**config.mk**
```make
export PLATFORM = sky130hd
export DESIGN_NAME = sdam
export DESIGN_NICKNAME = d
export VERILOG_FILES = /design/src/rtl/sdam.sv
export SDC_FILE = /design/constraint.sdc
export NUM_CORES = 1
export LEC_CHECK = 0
export ABC_AREA = 0
export ABC_CLOCK_PERIOD_IN_PS = 3100
export CORE_MARGIN = 4
export CORE_UTILIZATION = 65
export DETAILED_ROUTE_END_ITERATION = 12
export DONT_BUFFER_PORTS = 1
export PLACE_DENSITY = 0.81
export SLEW_MARGIN = 20
export SYNTH_ARGS = -nofsm -noshare
export SYNTH_HDL_FRONTEND = slang
export SYNTH_SLANG_ARGS = --single-unit
```
**constraint.sdc**
```tcl
create_clock -name scl -period 3.1 [get_ports scl]
set_clock_uncertainty 0.1 [all_clocks]
set_input_delay 0 -clock scl [delete_from_list [all_inputs] [get_ports scl]]
set_output_delay 0 -clock scl [all_outputs]
set_load 0.01 [all_outputs]
```
**src/rtl/sdam.sv**
```systemverilog
// Serial Data Address Module: write-only two-wire serial receiver.
// Decodes start, write opcode, LSB-first address and data; pulses valid.
module sdam #(
    parameter int ADDR_W = 8,
    parameter int DATA_W = 16
) (
    input  logic              scl,
    input  logic              reset,
    input  logic              sda,
    output logic              avalid,
    output logic [ADDR_W-1:0] aout,
    output logic              dvalid,
    output logic [DATA_W-1:0] dout
);

    localparam int CNT_W = 4;
    localparam int AI_W  = $clog2(ADDR_W);
    localparam int DI_W  = $clog2(DATA_W);

    typedef enum logic [1:0] {
        IDLE,
        CMD,
        ADDR,
        DATA
    } state_e;

    state_e              state_q;
    logic [CNT_W-1:0]    cnt_q;
    logic [ADDR_W-1:0]   addr_q;
    logic [ADDR_W-1:0]   addr_d;
    logic [DATA_W-1:0]   data_q;
    logic [DATA_W-1:0]   data_d;
    logic [ADDR_W-1:0]   aout_q;
    logic [DATA_W-1:0]   dout_q;
    logic                avalid_q;
    logic                dvalid_q;

    // Field contents with the bit sampled at this edge already inserted,
    // so the final data bit lands in dout on the same edge.
    always_comb begin
        addr_d = addr_q;
        data_d = data_q;
        addr_d[cnt_q[AI_W-1:0]] = sda;
        data_d[cnt_q[DI_W-1:0]] = sda;
    end

    always_ff @(posedge scl) begin
        if (reset) begin
            state_q  <= IDLE;
            cnt_q    <= '0;
            addr_q   <= '0;
            data_q   <= '0;
            aout_q   <= '0;
            dout_q   <= '0;
            avalid_q <= 1'b0;
            dvalid_q <= 1'b0;
        end else begin
            avalid_q <= 1'b0;
            dvalid_q <= 1'b0;
            unique case (state_q)
                IDLE: begin
                    // Only a clean 0 starts a frame; X/Z stays idle.
                    if (sda == 1'b0) begin
                        state_q <= CMD;
                    end
                end
                CMD: begin
                    cnt_q   <= '0;
                    state_q <= (sda == 1'b1) ? ADDR : IDLE;
                end
                ADDR: begin
                    addr_q <= addr_d;
                    if (cnt_q == CNT_W'(ADDR_W - 1)) begin
                        cnt_q   <= '0;
                        state_q <= DATA;
                    end else begin
                        cnt_q <= cnt_q + 1'b1;
                    end
                end
                DATA: begin
                    data_q <= data_d;
                    if (cnt_q == CNT_W'(DATA_W - 1)) begin
                        cnt_q    <= '0;
                        aout_q   <= addr_q;
                        dout_q   <= data_d;
                        avalid_q <= 1'b1;
                        dvalid_q <= 1'b1;
                        state_q  <= IDLE;
                    end else begin
                        cnt_q <= cnt_q + 1'b1;
                    end
                end
                default: begin
                    state_q <= IDLE;
                end
            endcase
        end
    end

    assign avalid = avalid_q;
    assign dvalid = dvalid_q;
    assign aout   = aout_q;
    assign dout   = dout_q;

endmodule

```
==> impl_results.md, run 1 <==
- Area delta synth->final: 3.94%
- ANT nets after route: 0
- Total track usage: 0.211
- Port Buf Inserts: 0
- Routed len/inst: ~17 um
- Async S/R FF share, synth: 0
- Drt via density: 6.38
- Post-CTS Setup Bufs: 0
- I/O pin count: 29
- Slew HR: 0.470
- # setup viols final: 0
- Die Wd: between 70 and 80 um
- Critical path data arrival time: approximately 2.4 ns
- Initial antenna violation count: 0
- Fmax: ~430 MHz
- Metal-1 WL: around 2500 um
- P per Cell Area: around 470 nW/um^2
- Dpl hpwl: around 3000 um
- Post-Synthesis Mean Instance Area: 9.78 sq um
- Post_cts resized: 0
- First-pass GRT wire length: between 8000 and 9000 um
- Main combinational cell family by area after synthesis: compound AO/OA/AOI/OAI gates
- Setup TNS: 0 ns
- WP data required: 3.21 ns
- Total gr overflow: 0
- Sequential share of the synthesized area: 0.425
- Largest net degree at the start of global routing: 37
- Adder-Cell Fraction of Synth Area: 0.0197
- Detail Route met3 WL: about 240 um
- Compound-Gate Fraction of Synth Area: 0.237
- Clock-pin slew on the worst setup and hold paths: 0.10 ns
- Synth warnings: 0
- Post-synth top area share: 0.425
- WL final: just over 5000 um
- Slew Viols, Final: 0
- Ant diodes: 0
- Die area: about 5000 sq um
- Mapped Area: between 2000 and 3000 sq um
- Final Hold Fails: 0
- Xor/xnor share of the synthesized area: 0.00344
- P_leak: 0.957 nW
- Uppermost layer routed: met4
- Num CTS Buffers: 5
- CTS HTree Levels: 2
- Clock Path Buffers: 2
- Crit Path Max Fanout: 25
- Tmin final: 2.30 ns
- Post-synth EDFFs: 0
- Synth unique cells: between 40 and 50
- Final nets: around 250
- Share of cells above drive strength 1: 0.105
- # rows: 22
- Drt initial violations: 125
- Clk Tree Root Cell: clkbuf_8
- Synthesized flop and latch total: 54
- Vias: 1883
- RSZ-0062 raised after global routing: false
- Max Cap Viol: 0
- Multiplexer share of the synthesized area: 0.0590
- Tightest Pin Transition: a little under 0.8 ns
- Mapped Cells: 260
- Simple-gate share of the synthesized area: 0.180
- CTS tree: built
- Metal2 WL: around 2300 um
- Top_reg_cell synth: dfxtp_1
- Util after Layout: 0.711
- Worst vdd ir: between 0.0002 and 0.0003 V
- DR pass1 iterations: 4
- TritonCTS Sinks: 54
- Number of global-route vias before repair: 1644
- Leading area contributor after synthesis: dfxtp_1
- Core area: between 3000 and 4000 sq um
- Hold WC Path Type: in2reg
- Drt drc: 0
- GPL Wtd Cong: between 0.7 and 0.8
- Chip Height: roughly 71 um
- Period utilisation layout: 0.743
- Clk Latency, worst-skew pair: slightly above 0.3 ns
- Status: finished, final reports clean
- Initial core utilization: 0.685
- CP Class: reg2reg
- Post-Syn Nets: between 200 and 300
- Top post-synthesis cells by area: dfxtp_1 42%, mux2i_1 5.9%, o2bb2ai_2 5.3%
- Crit. End Element: register
- CP Launch Type: register
## cell usage in the layout (no fill, tap or decap), drive strengths merged, types with 2 or more instances in the layout
cell type,instances
dfxtp,54
a21oi,23
nand3,20
o21ai,18
mux2i,15
o2bb2ai,15
nand3b,12
a22o,9
nor2,8
inv,8
clkbuf,6
nor3b,5
a211oi,4
ha,4
dlygate4sd3,4
buf,4
nand2,3
nor2b,3
nand2b,3
nand4b,3
a22oi,2
a21bo,2
nand4,2
o31ai,2
and4b,2
## worst paths after layout
path | from | to | slack, ns | depth (start not counted)
setup / recovery | register | addr_q[0] | 0.80 | 4
hold reg to reg | addr_q[5] | aout[5] | 0.39 | 1
setup reg to reg | register | addr_q[0] | 0.80 | 4
hold / removal | sda | addr_q[0] | 0.27 | 3
## layer usage
layer  up-vias  track usage
met3         9       0.0625
met2        39        0.296
met4         0       0.0689
met1       919        0.311
li1        916            -
met5         -            0
## worst max-delay path: stages, from the launching register on
cell and delay, ns:
dfxtp_1 0.78, or3b_4 0.48, o31ai_1 0.20, a21oi_1 0.09, dlygate4sd3_1 0.55
## power breakdown
group          internal, mW  switching [mW]
Clock                 0.241           0.225
Sequential            0.697          0.0118
Combinational        0.0233          0.0363
Total                 0.962           0.273
## metrics by stage
stage	total power, mW	worst slack, ns	cell area, sq um	hold slack [ns]	cells
2_1_floorplan	0.770	1.38	2540	0.0826	260
3_3_place_gp	0.761	1.16	2450	-0.0253	281
3_5_place_dp	0.761	1.07	2450	-0.0242	281
4_1_cts	1.24	0.827	2640	0.263	295
5_1_grt	1.28	0.638	2640	0.315	295
6_report	1.23	0.795	2640	0.274	295
## state kept, by name (all words and copies together), names as in the netlist, named ones only
register  flops
dout         16
data_q       15
addr_q        8
aout          8
cnt_q         4
dvalid        1
state_q       1
## final cells by class
cell class,count,area (sq um)
multi-input combinational,169,1270
sequential,54,1080
fill,279,1070
timing repair buffer,8,95.1
clock buffer,6,72.6
tap,48,60.1
clock inverter,2,37.5
inverter,8,30.0
## cells in the mapped netlist (2+ instances only)
| master | n |
|---|---|
| nand4_1 | 2 |
| nand3b_1 | 11 |
| nand3_1 | 20 |
| nand2b_1 | 3 |
| o31ai_1 | 2 |
| o21ai_0 | 15 |
| buf_4 | 3 |
| a211oi_1 | 4 |
| clkbuf_1 | 8 |
| dfxtp_1 | 54 |
| mux2i_1 | 15 |
| o21ai_1 | 3 |
| buf_6 | 4 |
| a22o_1 | 9 |
| ha_1 | 4 |
| buf_2 | 12 |
| o2bb2ai_1 | 6 |
| a21bo_1 | 2 |
| nor2b_1 | 3 |
| o2bb2ai_2 | 9 |
| nor3b_1 | 4 |
| and4b_1 | 2 |
| nor2_1 | 8 |
| nand4b_1 | 3 |
| nand2_1 | 3 |
| buf_1 | 2 |
| a21oi_1 | 22 |
| a22oi_1 | 2 |
| inv_1 | 7 |
## logic make-up (layout without fill, tap and decap cells)
group                      count (synthesis)  in the layout
AOI/OAI and AO/OA                         80             80
xor gates and xnor gates                   1              1
adders and majority gates                  4              4
buffers and inverters                     37             24
DFF                                       54             54
muxes                                     15             15
and+or+nand+nor                           69             69
## what timing repair did
action                     4_1_cts  5_1_grt
setup endpoints to repair        0        0
hold buffers                     6        0
hold endpoints to repair        53        0
(Power assumes the default switching activity.)
==> inputs of run 2 (changes only) <==
Settings changed: ABC_AREA 0 to 1, ABC_CLOCK_PERIOD_IN_PS 3100 to 2000, CORE_UTILIZATION 65 to 56, PLACE_DENSITY 0.81 to 0.74.
Clock period 3.1 ns to 2 ns, I/O delays scaled along.
==> impl_results.md, run 2 <==
- Top-count cell post-synth: nand2_1
- Comb pwr share: 0.075
- TritonCTS Sinks: 54
- Tightest Pin Transition: 0.701 ns
- Number of global-route vias before repair: about 1800
- Sequential share of the synthesized area: 0.455
- Dpl hpwl: ~3300 um
- Crit Path Max Fanout: 7
- DR pass1 iterations: 5
- Async S/R FF share, synth: 0
- Port Buf Inserts: 0
- Fin Hold WS: around 0.19 ns
- Fillers: 400
- CTS HTree Levels: 2
- Area delta synth->final: 5.38%
- Clk Latency, worst-skew pair: approximately 0.30 ns
- Chip Height: roughly 73 um
- Routed len/inst: 13.0 um
- Mapped Cells: 333
- Post-Synthesis Mean Instance Area: 7.13 sq um
- Fmax: between 600 and 700 MHz
- Adder-Cell Fraction of Synth Area: 0.0211
- Crit. End Element: register
- Synthesized flop and latch total: 54
- Min-Delay Path Depth: 3
- Largest register FFs: 16
- P_leak: approximately 1.1 nW
- Clock-pin slew on the worst setup and hold paths: ~0.08 ns
- Post-synth top area share: 0.455
- CP Class: reg2reg
- Post-synth EDFFs: 0
- Tmin final: 1.63 ns
- # setup viols final: 0
- Post-Syn Nets: 340
- Worst vdd ir: 0.000439 V
- Sequential power share: 0.600
- WL final: 4950 um
- Util after Layout: 0.616
- I/O pin count: 29
- Total Power: ~1.9 mW
- Detail Route met3 WL: 210 um
- Die Wd: about 73 um
- Setup TNS: 0 ns
- CP Launch Type: register
- Synth warnings: 0
- Uppermost layer routed: met4
- Post_cts resized: 0
- R2R Setup Slk: roughly 0.37 ns
- Leading area contributor after synthesis: dfxtp_1
- Clock Path Buffers: 2
- Compound-Gate Fraction of Synth Area: 0.119
- ANT nets after route: 0
- RSZ-0062 raised after global routing: false
- Setup slack at placement: 0.404 ns
- Synth unique cells: 25
- Clk Tree Root Cell: clkbuf_8
- Internal Dissipation: 1.42 mW
- Sw frac: 0.237
- Largest net degree at the start of global routing: 29
- Psw: 441 uW
- WP data required: 2.10 ns
- Drt initial violations: between 150 and 200
- Metal-1 WL: 2330 um
- Num CTS Buffers: 5
- Slew HR: 0.529
- Drt via density: approximately 5.3
- P per Cell Area: approximately 740 nW/um^2
- Drt drc: 0
- Total track usage: 0.205
- Die area: around 5300 sq um
- Most common cell after layout, fill and taps aside: nand2_1
- Most frequent cells in the layout: 79 x nand2_1, 54 x dfxtp_1, 43 x nand3_1
- Clk network pwr share: 0.326
- Main combinational cell family by area after synthesis: simple AND/OR/NAND/NOR gates
- Slew Viols, Final: 0
- Top_reg_cell synth: dfxtp_1
- Vias: 2034
- Period utilisation layout: 0.814
- GPL Wtd Cong: around 0.94
- Mapped Area: ~2400 sq um
- Initial core utilization: 0.585
- Final nets: 337
- Multiplexer share of the synthesized area: 0
- Fin worst setup slack: 0.372 ns
- Commonest cells post-synth: 79 x nand2_1, 54 x dfxtp_1, 43 x nand3_1, 39 x nor2_1, 32 x o21ai_0
- Depth of the most critical reg-to-reg path: 6
- Max Cap Viol: 0
- Xor/xnor share of the synthesized area: 0
- Ant diodes: 0
- Final Hold Fails: 0
- Status: finished, final reports clean
- Initial antenna violation count: 0
- Critical path data arrival time: 1.73 ns
- Total gr overflow: 0
- Share of cells above drive strength 1: 0.0604
- Core area: around 4000 sq um
- Metal2 WL: around 2300 um
- Simple-gate share of the synthesized area: 0.308
- Top post-synthesis cells by area: dfxtp_1 46%, nand2_1 12%, nand3_1 9.1%
- # rows: 23
- First-pass GRT wire length: roughly 8600 um
- Hold WC Path Type: in2reg
- CTS tree: built
==> run 2: layer usage <==
layer | track usage | vias to the layer above
met5 | 0 | -
met4 | 0.0799 | 0
met3 | 0.0386 | 8
met2 | 0.318 | 41
met1 | 0.280 | 927
li1 | - | 1058
==> run 2: cells by family (layout without fill, tap and decap cells) <==
family,count (synthesis),after routing
AOI/OAI and AO/OA,55,55
adders and majority gates,4,4
buffers and inverters,52,50
DFF,54,54
and+or+nand+nor,168,168
==> run 2: path summary, 6_finish.rpt <==
kind | endpoint | start
min reg2reg | aout[6] | addr_q[6]
max | cnt_q[0] | cnt_q[0]
max reg2reg | cnt_q[0] | cnt_q[0]
min | aout[0] | reset
==> run 2: critical path, cell delays in order, from the launching register on <==
cell	delay (ns)
dfxtp_1	0.44
ha_1	0.36
nand3_1	0.19
nand2_1	0.14
nand2_1	0.08
o21ai_0	0.16
inv_1	0.05
==> run 2: area by class of cell <==
type	count	area [sq um]	share of cell area
inverter	35	133	0.0530
sequential	54	1080	0.432
multi-input combinational	227	1060	0.425
tap	50	62.6	0.0250
clock inverter	1	5.00	0.00200
timing repair buffer	7	70.1	0.0280
clock buffer	7	86.3	0.0345
==> run 2: stage by stage <==
step	instances	area, sq um
global placement	370	2370
detailed placement	370	2370
finish	381	2500
global route	381	2500
floorplan	333	2370
CTS	381	2500
==> run 2: power by group through the flow <==
stage / combinational [mW] / sequential, mW / clock (mW)
3_3_place_gp: 0.114 / 1.14 / 0
6_report: 0.139 / 1.12 / 0.605
2_1_floorplan: 0.104 / 1.14 / 0
5_1_grt: 0.160 / 1.12 / 0.672
3_5_place_dp: 0.116 / 1.14 / 0
4_1_cts: 0.138 / 1.12 / 0.630
==> run 2: what timing repair did <==
| action | in CTS | in global routing |
|---|---|---|
| hold buffers | 3 | 0 |
| endpoints found under the hold margin | 53 | 0 |
| buffers inserted | 0 | 0 |
==> inputs of run 3 (changes only) <==
Settings changed: ABC_AREA 1 to 0, ABC_CLOCK_PERIOD_IN_PS 2000 to 1650, CORE_UTILIZATION 56 to 62, PLACE_DENSITY 0.74 to 0.78.
Clock period 2 ns to 1.65 ns, I/O delays scaled along.
==> impl_results.md, run 3 (same netlist as run 1, synthesis figures left out) <==
- Initial antenna violation count: 0
- # rows: 23
- Core area: 3970 sq um
- Tightest Pin Transition: approximately 0.28 ns
- Final Hold Fails: 0
- Area delta synth->final: 8.21%
- Worst vdd ir: roughly 0.00055 V
- Crit. End Element: register
- Drt drc: 0
- Port Buf Inserts: 0
- Chip Height: between 70 and 80 um
- Status: finished, final reports clean
- Area of the multi-input gates: ~1300 sq um
- Initial core utilization: 0.641
- I/O pin count: 29
- Number of global-route vias before repair: between 1500 and 2000
- Clock-pin slew on the worst setup and hold paths: about 0.09 ns
- P per Cell Area: 788 nW/um^2
- Dpl hpwl: roughly 3400 um
- Hold WC Path Type: reg2reg
- Clk Tree Root Cell: clkbuf_8
- Fillers: 300
- Register area: about 1100 sq um
- Die Wd: around 72 um
- RSZ-0062 raised after global routing: false
- Clock Path Buffers: 2
- CP Launch Type: register
- Vias: around 1900
- DR pass1 iterations: 4
- # setup viols final: 0
- Fin Hold WS: 0.373 ns
- CP Class: reg2reg
- Final nets: 267
- Period utilisation layout: 0.919
- TritonCTS Sinks: 54
- Largest net degree at the start of global routing: 38
- Clk Latency, worst-skew pair: about 0.30 ns
- Ant diodes: 0
- Fin worst setup slack: roughly 0.13 ns
- Drt initial violations: 136
- WL final: ~5200 um
- Fmax: around 660 MHz
- Slew Viols, Final: 0
- WP data required: around 1.8 ns
- Drt via density: 6.19
- Depth of the most critical reg-to-reg path: 5
- CTS tree: built
- CTS HTree Levels: 2
- Largest register FFs: 16
- Setup TNS: 0 ns
- GPL Wtd Cong: between 0.8 and 0.9
- Min-Delay Path Depth: 1
- Die area: approximately 5200 sq um
- Crit Path Max Fanout: 5
- Slew HR: 0.814
- P_leak: approximately 1.0 nW
- Num CTS Buffers: 5
- Setup slack at placement: around 0.17 ns
- Critical path data arrival time: approximately 1.6 ns
- ANT nets after route: 0
- Most common cell after layout, fill and taps aside: dfxtp_1
- Total track usage: 0.213
- Total gr overflow: 0
- Routed len/inst: ~17 um
- First-pass GRT wire length: between 8000 and 9000 um
- Most frequent cells in the layout: 54 x dfxtp_1, 22 x a21oi_1, 20 x nand3_1
- Share of cells above drive strength 1: 0.165
- Tmin final: roughly 1.5 ns
- Max Cap Viol: 0
## run 3: cell count changes in the layout (fill, tap and decap cells not counted), sizes merged, moves of 15 or more
cell / delta
nand2: -77
o21ai: -22
buf: +15
nor2: -34
inv: -25
o2bb2ai: +15
nand3: -24
mux2i: +15
## run 3: worst paths after layout
| check | endpoint | slack (ns) | start |
|---|---|---|---|
| worst max-delay path | dout[0] | 0.13 | cnt_q[0] |
| worst min-delay path | aout[3] | 0.37 | addr_q[3] |
| worst max register to register | dout[0] | 0.13 | cnt_q[0] |
| worst min register to register | aout[3] | 0.37 | addr_q[3] |
## run 3: final cells by class
type                    count  area share
flip-flops and latches     54       0.393
well taps                  50      0.0227
repair buffers             22      0.0800
clock buffers               6      0.0264
inverters                   8      0.0109
multi-input cells         169       0.462
clock inverters             2     0.00500
## run 3: report_power, final
part	internal, mW	switching [mW]
sequential	1.31	0.00878
clock	0.300	0.401
combinational	0.0632	0.0867
## run 3: metrics by stage
stage	utilization	total power, mW	std cells	cell area (sq um)
6_report	0.693	2.17	311	2750
5_1_grt	0.693	2.26	311	2750
4_1_cts	0.692	2.19	311	2750
3_5_place_dp	0.655	1.46	299	2600
3_3_place_gp	0.655	1.45	299	2600
2_1_floorplan	-	1.45	260	2550
## run 3: timing repair
action,4_1_cts,5_1_grt
hold endpoints to repair,54,0
endpoints found under the setup margin,0,1
hold buffers,4,0
gates resized for setup,0,1
buffers inserted,0,0
## run 3: worst max-delay path: stages (launching register included)
cell       delay [ns]
dfxtp_1          0.36
inv_1            0.12
ha_1             0.25
nor3b_1          0.26
mux2i_1          0.23
o2bb2ai_1        0.09
## run 3: per-layer routing
layer | vias to the layer above | track usage | share of wire
met5 | - | 0 | 0
met1 | 922 | 0.302 | 0.48
met2 | 41 | 0.323 | 0.47
met4 | 0 | 0.0605 | 0.011
li1 | 955 | - | -
met3 | 8 | 0.0526 | 0.045
